--- src/rtl/grid_pkg.sv ---
// grid_pkg: shared ASCII constants, byte classes and framer states for the roll-grid framer
package grid_pkg;
  localparam logic [7:0] ASCII_ROP   = 8'h40;
  localparam logic [7:0] ASCII_EMPTY = 8'h2E;
  localparam logic [7:0] ASCII_LF    = 8'h0A;
  localparam logic [7:0] ASCII_CR    = 8'h0D;
  localparam logic [7:0] ASCII_NUL   = 8'h00;
  typedef enum logic [2:0] {CLS_CELL0, CLS_CELL1, CLS_EOL, CLS_SKIP, CLS_EOI, CLS_BAD} byte_class_t;
  typedef enum logic [1:0] {ST_FIRST_ROW, ST_ROW, ST_DONE, ST_ERROR} framer_state_t;
endpackage

--- src/rtl/grid_byte_classifier.sv ---
// grid_byte_classifier: maps an ASCII byte to its grid byte class
//   byte_i : input byte
//   cls_o  : byte class
module grid_byte_classifier
  import grid_pkg::*;
(
  input  logic [7:0]  byte_i,
  output byte_class_t cls_o
);
  always_comb
    cls_o = byte_i == ASCII_ROP   ? CLS_CELL1 :
            byte_i == ASCII_EMPTY ? CLS_CELL0 :
            byte_i == ASCII_LF    ? CLS_EOL   :
            byte_i == ASCII_CR    ? CLS_SKIP  :
            byte_i == ASCII_NUL   ? CLS_EOI   : CLS_BAD;
endmodule

--- src/rtl/grid_row_framer.sv ---
// grid_row_framer: frames an ASCII grid byte stream into tagged roll/empty cells
//   clk, rst_n            : clock, async active-low reset
//   byte_valid_i/data_i   : input byte strobe and data
//   cell_valid/rop/last_o : cell strobe, roll flag, end-of-row tag
//   grid_done_o           : end-of-grid pulse
//   col_count_o/row_count_o : latched width, completed rows
//   format_error_o        : sticky malformed-input flag
module grid_row_framer
  import grid_pkg::*;
#(
  parameter int MAX_COLS  = 160,
  parameter int MAX_ROWS  = 160,
  parameter int COL_WIDTH = $clog2(MAX_COLS+1),
  parameter int ROW_WIDTH = $clog2(MAX_ROWS+1)
)(
  input  logic                 clk,
  input  logic                 rst_n,
  input  logic                 byte_valid_i,
  input  logic [7:0]           byte_data_i,
  output logic                 cell_valid_o,
  output logic                 cell_rop_o,
  output logic                 cell_last_o,
  output logic                 grid_done_o,
  output logic [COL_WIDTH-1:0] col_count_o,
  output logic [ROW_WIDTH-1:0] row_count_o,
  output logic                 format_error_o
);
  byte_class_t cls;
  framer_state_t state_q, state_d;
  logic pend_q, pend_d, pcell_q, pcell_d;
  logic [COL_WIDTH-1:0] col_idx_q, col_idx_d, col_count_d, lim;
  logic [ROW_WIDTH-1:0] row_count_d;
  logic cell_valid_d, cell_rop_d, cell_last_d, grid_done_d, format_error_d;
  logic first, g, is_cell, cell_ok, eol_ok, term_ok, bad;
  grid_byte_classifier u_cls (.byte_i(byte_data_i), .cls_o(cls));
  // A cell byte with nothing pending yet, or an LF that closes a row, is decided
  // against the width limit: MAX_COLS while measuring, the latched width afterwards.
  assign first   = state_q == ST_FIRST_ROW;
  assign g       = byte_valid_i && (first || state_q == ST_ROW);
  assign lim     = first ? COL_WIDTH'(MAX_COLS) : col_count_o;
  assign is_cell = cls == CLS_CELL0 || cls == CLS_CELL1;
  assign cell_ok = is_cell && col_idx_q != lim;
  assign eol_ok  = cls == CLS_EOL && pend_q &&
                   (first || (col_idx_q == col_count_o && row_count_o != ROW_WIDTH'(MAX_ROWS)));
  // An empty line (LF with nothing pending) terminates exactly like NUL.
  assign term_ok = (cls == CLS_EOI || (cls == CLS_EOL && !pend_q)) && col_idx_q == '0;
  assign bad     = g && !(cls == CLS_SKIP || cell_ok || eol_ok || term_ok);
  always_ff @(posedge clk or negedge rst_n)
    if (!rst_n) begin
      state_q        <= ST_FIRST_ROW;
      pend_q         <= 1'b0;
      pcell_q        <= 1'b0;
      col_idx_q      <= '0;
      col_count_o    <= '0;
      row_count_o    <= '0;
      cell_valid_o   <= 1'b0;
      cell_rop_o     <= 1'b0;
      cell_last_o    <= 1'b0;
      grid_done_o    <= 1'b0;
      format_error_o <= 1'b0;
    end else begin
      state_q        <= state_d;
      pend_q         <= pend_d;
      pcell_q        <= pcell_d;
      col_idx_q      <= col_idx_d;
      col_count_o    <= col_count_d;
      row_count_o    <= row_count_d;
      cell_valid_o   <= cell_valid_d;
      cell_rop_o     <= cell_rop_d;
      cell_last_o    <= cell_last_d;
      grid_done_o    <= grid_done_d;
      format_error_o <= format_error_d;
    end
  always_comb
    state_d = !g               ? state_q  :
              bad              ? ST_ERROR :
              term_ok          ? ST_DONE  :
              eol_ok && first  ? ST_ROW   : state_q;
  always_comb begin
    cell_valid_d   = g && ((cell_ok && pend_q) || eol_ok);
    cell_rop_d     = cell_valid_d && pcell_q;
    cell_last_d    = g && eol_ok;
    grid_done_d    = g && term_ok;
    format_error_d = format_error_o || bad;
    pend_d         = g && cell_ok ? 1'b1 : g && (eol_ok || bad) ? 1'b0 : pend_q;
    pcell_d        = g && cell_ok ? cls == CLS_CELL1 : pcell_q;
    col_idx_d      = g && cell_ok ? col_idx_q + 1'b1 : g && eol_ok ? '0 : col_idx_q;
    col_count_d    = g && eol_ok && first ? col_idx_q : col_count_o;
    row_count_d    = g && eol_ok ? row_count_o + 1'b1 : row_count_o;
  end
endmodule

--- config.mk ---
export PLATFORM = sky130hd
export DESIGN_NAME = grid_row_framer
export DESIGN_NICKNAME = d
export VERILOG_FILES = /design/src/rtl/grid_pkg.sv /design/src/rtl/grid_byte_classifier.sv /design/src/rtl/grid_row_framer.sv
export SDC_FILE = /design/constraint.sdc
export NUM_CORES = 1
export LEC_CHECK = 0
export ABC_AREA = 0
export CORE_UTILIZATION = 30
export DETAILED_ROUTE_END_ITERATION = 8
export GPL_ROUTABILITY_DRIVEN = 0
export GPL_TIMING_DRIVEN = 0
export PLACE_DENSITY_LB_ADDON = 0.05
export SLEW_MARGIN = 25
export SYNTH_ARGS = -nofsm -noshare
export SYNTH_HDL_FRONTEND = slang
export SYNTH_SLANG_ARGS = --single-unit
--- constraint.sdc ---
create_clock -name clk -period 2.8 [get_ports clk]
set_input_delay 0.56 -clock clk [delete_from_list [all_inputs] [get_ports clk]]
set_output_delay 0.56 -clock clk [all_outputs]
set_load 0.03 [all_outputs]
==> flow_metrics.tcl <==
set metrics [dict create \
    pwr-share-comb 0.112 \
    io_buffers 31 \
    syn_inst 191 \
    grt_pass1_wl_um 7050 \
    layout.nets 245 \
    startpoint_type "primary input" \
    slew_headroom 0.659 \
    cellLeakagePower_uw 0.00102 \
    numCtsBuffers 5 \
    fmax_mhz 395 \
    finClkSkew_ns 0.00498 \
    synth-seq-cells 33 \
    ys_seq_area_frac 0.465 \
    final_common_cell "dfrtp_1" \
    worstReg2RegStart "row_count_o[0]$_DFFE_PN0P_" \
    vias 1514 \
    final_core_util 0.410 \
    pwr-share-clk 0.391 \
    postCtsSetupBuffers 0 \
    r2r-end "cell_rop_o$_DFF_PN0_" \
    worst-r2r-setup-slack_ns 0.57 \
    final-setup-viol-count 0 \
    p_int_uw 761 \
    die-area_um2 6230 \
    worstSetupPathType "in -> reg" \
    cts-resized-gates 0 \
    clk_latency_ns 0.28 \
    ys_warn_count 0 \
    max_stage_delay_ns 0.58 \
    drt_wl_total_um 4210 \
    crit_chain "clkdlybuf4s50_1 > or4_1 > mux2i_1 > nand2_1 > nor4_2 > buf_4 > mux2_2" \
    dpl.hpwl_um 3140 \
    status "complete, no violations" \
    grt_pass1_vias 1454 \
    viasPerCell 5.00 \
    final_cell_area_um2 2300 \
    htree_levels 2 \
    p_sw_uw 247 \
    final_cell_mix "dfrtp_1 (33), clkdlybuf4s50_1 (30), nand2_1 (22)" \
    min_period_ns 2.53 \
    slew_violations 0 \
    num_antenna_cells 0 \
    drive_above_1_share 0.0693 \
    critPathRequiredTime_ns 2.97 \
    cts_tree "built" \
    power_density_nw_per_um2 438 \
    pwr-share-seq 0.497 \
    antenna_found_initial 0 \
    ant_nets 0 \
    syn_area_per_cell_um2 9.30 \
    crit_arrival_ns 2.70 \
    worst_setup_path_end_kind "flop" \
    peakVddDrop_mv 0.241 \
    postCtsHoldBufs 0 \
    tightest_slew_ns 0.507 \
    synth.distinct_cells 41 \
    syn_area_um2 1780 \
    worst-path-max-fanout 10 \
    die_w_um 78.9 \
    io_pins 32 \
    grt_usage 0.149 \
    overflow 0 \
    initial_core_util 0.317 \
    drtPass1Iterations 4 \
    grt_start_max_net_pins 24 \
    die_y_um 78.9 \
    switching_share 0.245 \
    rsz0062_at_grt "no" \
    finalHoldViolCount 0 \
    cts-root-buf "clkbuf_8" \
    syn-num-nets 206 \
    rr_worst_depth 9 \
    tns_ns 0 \
    clkSlewWorstSetupHoldPaths_ns 0.07 \
    hp-class "in -> async" \
    critical_path.slowest_cell "or4_1" \
    core_area_um2 5610 \
    maxCapViolations 0 \
    wire_per_inst_um 13.9 \
    finalPower_uw 1010 \
    period_share 0.904 \
    rows 27 \
    clock_path_buffers 2 \
    drc 0 \
    dpl-instance-area_um2 2200 \
    areaGrowthSynthToFinish_pct 29.5 \
    drt-initial-drc-count 90 \
    clock_sinks 33 \
]
-- cell usage after synthesis, drive strengths merged --
library cell	number	area share
a21o	2	0.0085
nand4	8	0.028
nor3b	1	0.0042
and2	4	0.014
nand4bb	1	0.0063
clkbuf	2	0.0049
or4	1	0.0042
nand3	8	0.023
nor2b	2	0.0070
or3	1	0.0035
nor4	4	0.018
nor4bb	1	0.0056
nor3	7	0.020
o2bb2ai	1	0.0049
mux2	1	0.0063
a21oi	1	0.0028
nand2	22	0.047
nand2b	1	0.0035
nor2	10	0.021
o21a	2	0.0085
xnor2	16	0.079
dfrtp	33	0.47
inv	15	0.032
mux2i	1	0.0056
o22ai	1	0.0035
or2	1	0.0035
o2111a	2	0.013
nor4b	1	0.0049
and3	7	0.025
and4	1	0.0049
ha	4	0.028
o211ai	2	0.0085
a2bb2oi	1	0.0049
o21ai	19	0.054
o31ai	3	0.013
and3b	1	0.0049
buf	3	0.011
-- how the worst max path moves through the flow --
stage	from	to	slack (ns)	cells after the start
final	byte_data_i[1]	pcell_q$_DFFE_PN0P_	0.27	7
after global routing	byte_data_i[1]	pcell_q$_DFFE_PN0P_	0.17	7
after CTS	byte_data_i[1]	pcell_q$_DFFE_PN0P_	0.31	7
after detailed placement	byte_data_i[1]	pcell_q$_DFFE_PN0P_	0.02	7
after global placement	byte_data_i[1]	pcell_q$_DFFE_PN0P_	0.02	7
after floorplan	byte_data_i[1]	pcell_q$_DFFE_PN0P_	0.72	6
-- cell type report --
cell class / instances / area (µm²)
fillers: 592 / 3310
multi-input cells: 138 / 865
flip-flops and latches: 33 / 826
repair buffers: 32 / 333
clock buffers: 7 / 96.3
well taps: 72 / 90.1
inverters: 15 / 56.3
plain buffers: 5 / 28.8
clock inverters: 1 / 5.00
-- through the flow --
step                hold slack [ns]  setup slack (ns)  instances
detailed placement            0.469            0.0207        295
floorplan                     0.264             0.723        191
CTS                           0.159             0.310        303
global route                  0.168             0.172        303
finish                        0.160             0.270        303
global placement              0.467            0.0223        294
-- sequential cells by signal, indices dropped and copies added (netlist names) --
signal	flops
format_error_o	1
col_count_o	8
state_q	2
pend_q	1
row_count_o	8
col_idx_q	8
cell_rop_o	1
pcell_q	1
cell_valid_o	1
cell_last_o	1
grid_done_o	1
-- critical path, delay by kind of cell --
kind | cells | cell delay (ns)
muxes | 2 | 0.54
and+or+nand+nor | 3 | 0.88
buffers and inverters | 2 | 0.72
-- cells by family after synthesis --
family	after synthesis	share of synthesized area
muxes	2	0.0120
xor gates and xnor gates	16	0.0789
adders and majority gates	4	0.0282
DFF	33	0.465
buffers and inverters	20	0.0479
and+or+nand+nor	82	0.247
AOI/OAI and AO/OA	34	0.120
-- metal layers --
metal,track usage,share of wire
met5,0,0
met4,0.0691,0.017
met3,0.0333,0.045
met2,0.215,0.42
met1,0.210,0.51
-- power groups by stage --
stage               sequential, µW  combinational (µW)  clock (µW)
floorplan                      506                66.9           0
global placement               510                 107           0
detailed placement             510                 113           0
CTS                            501                 114         413
global route                   503                 127         432
finish                         502                 113         394
Power figures use the tool's default switching activity.
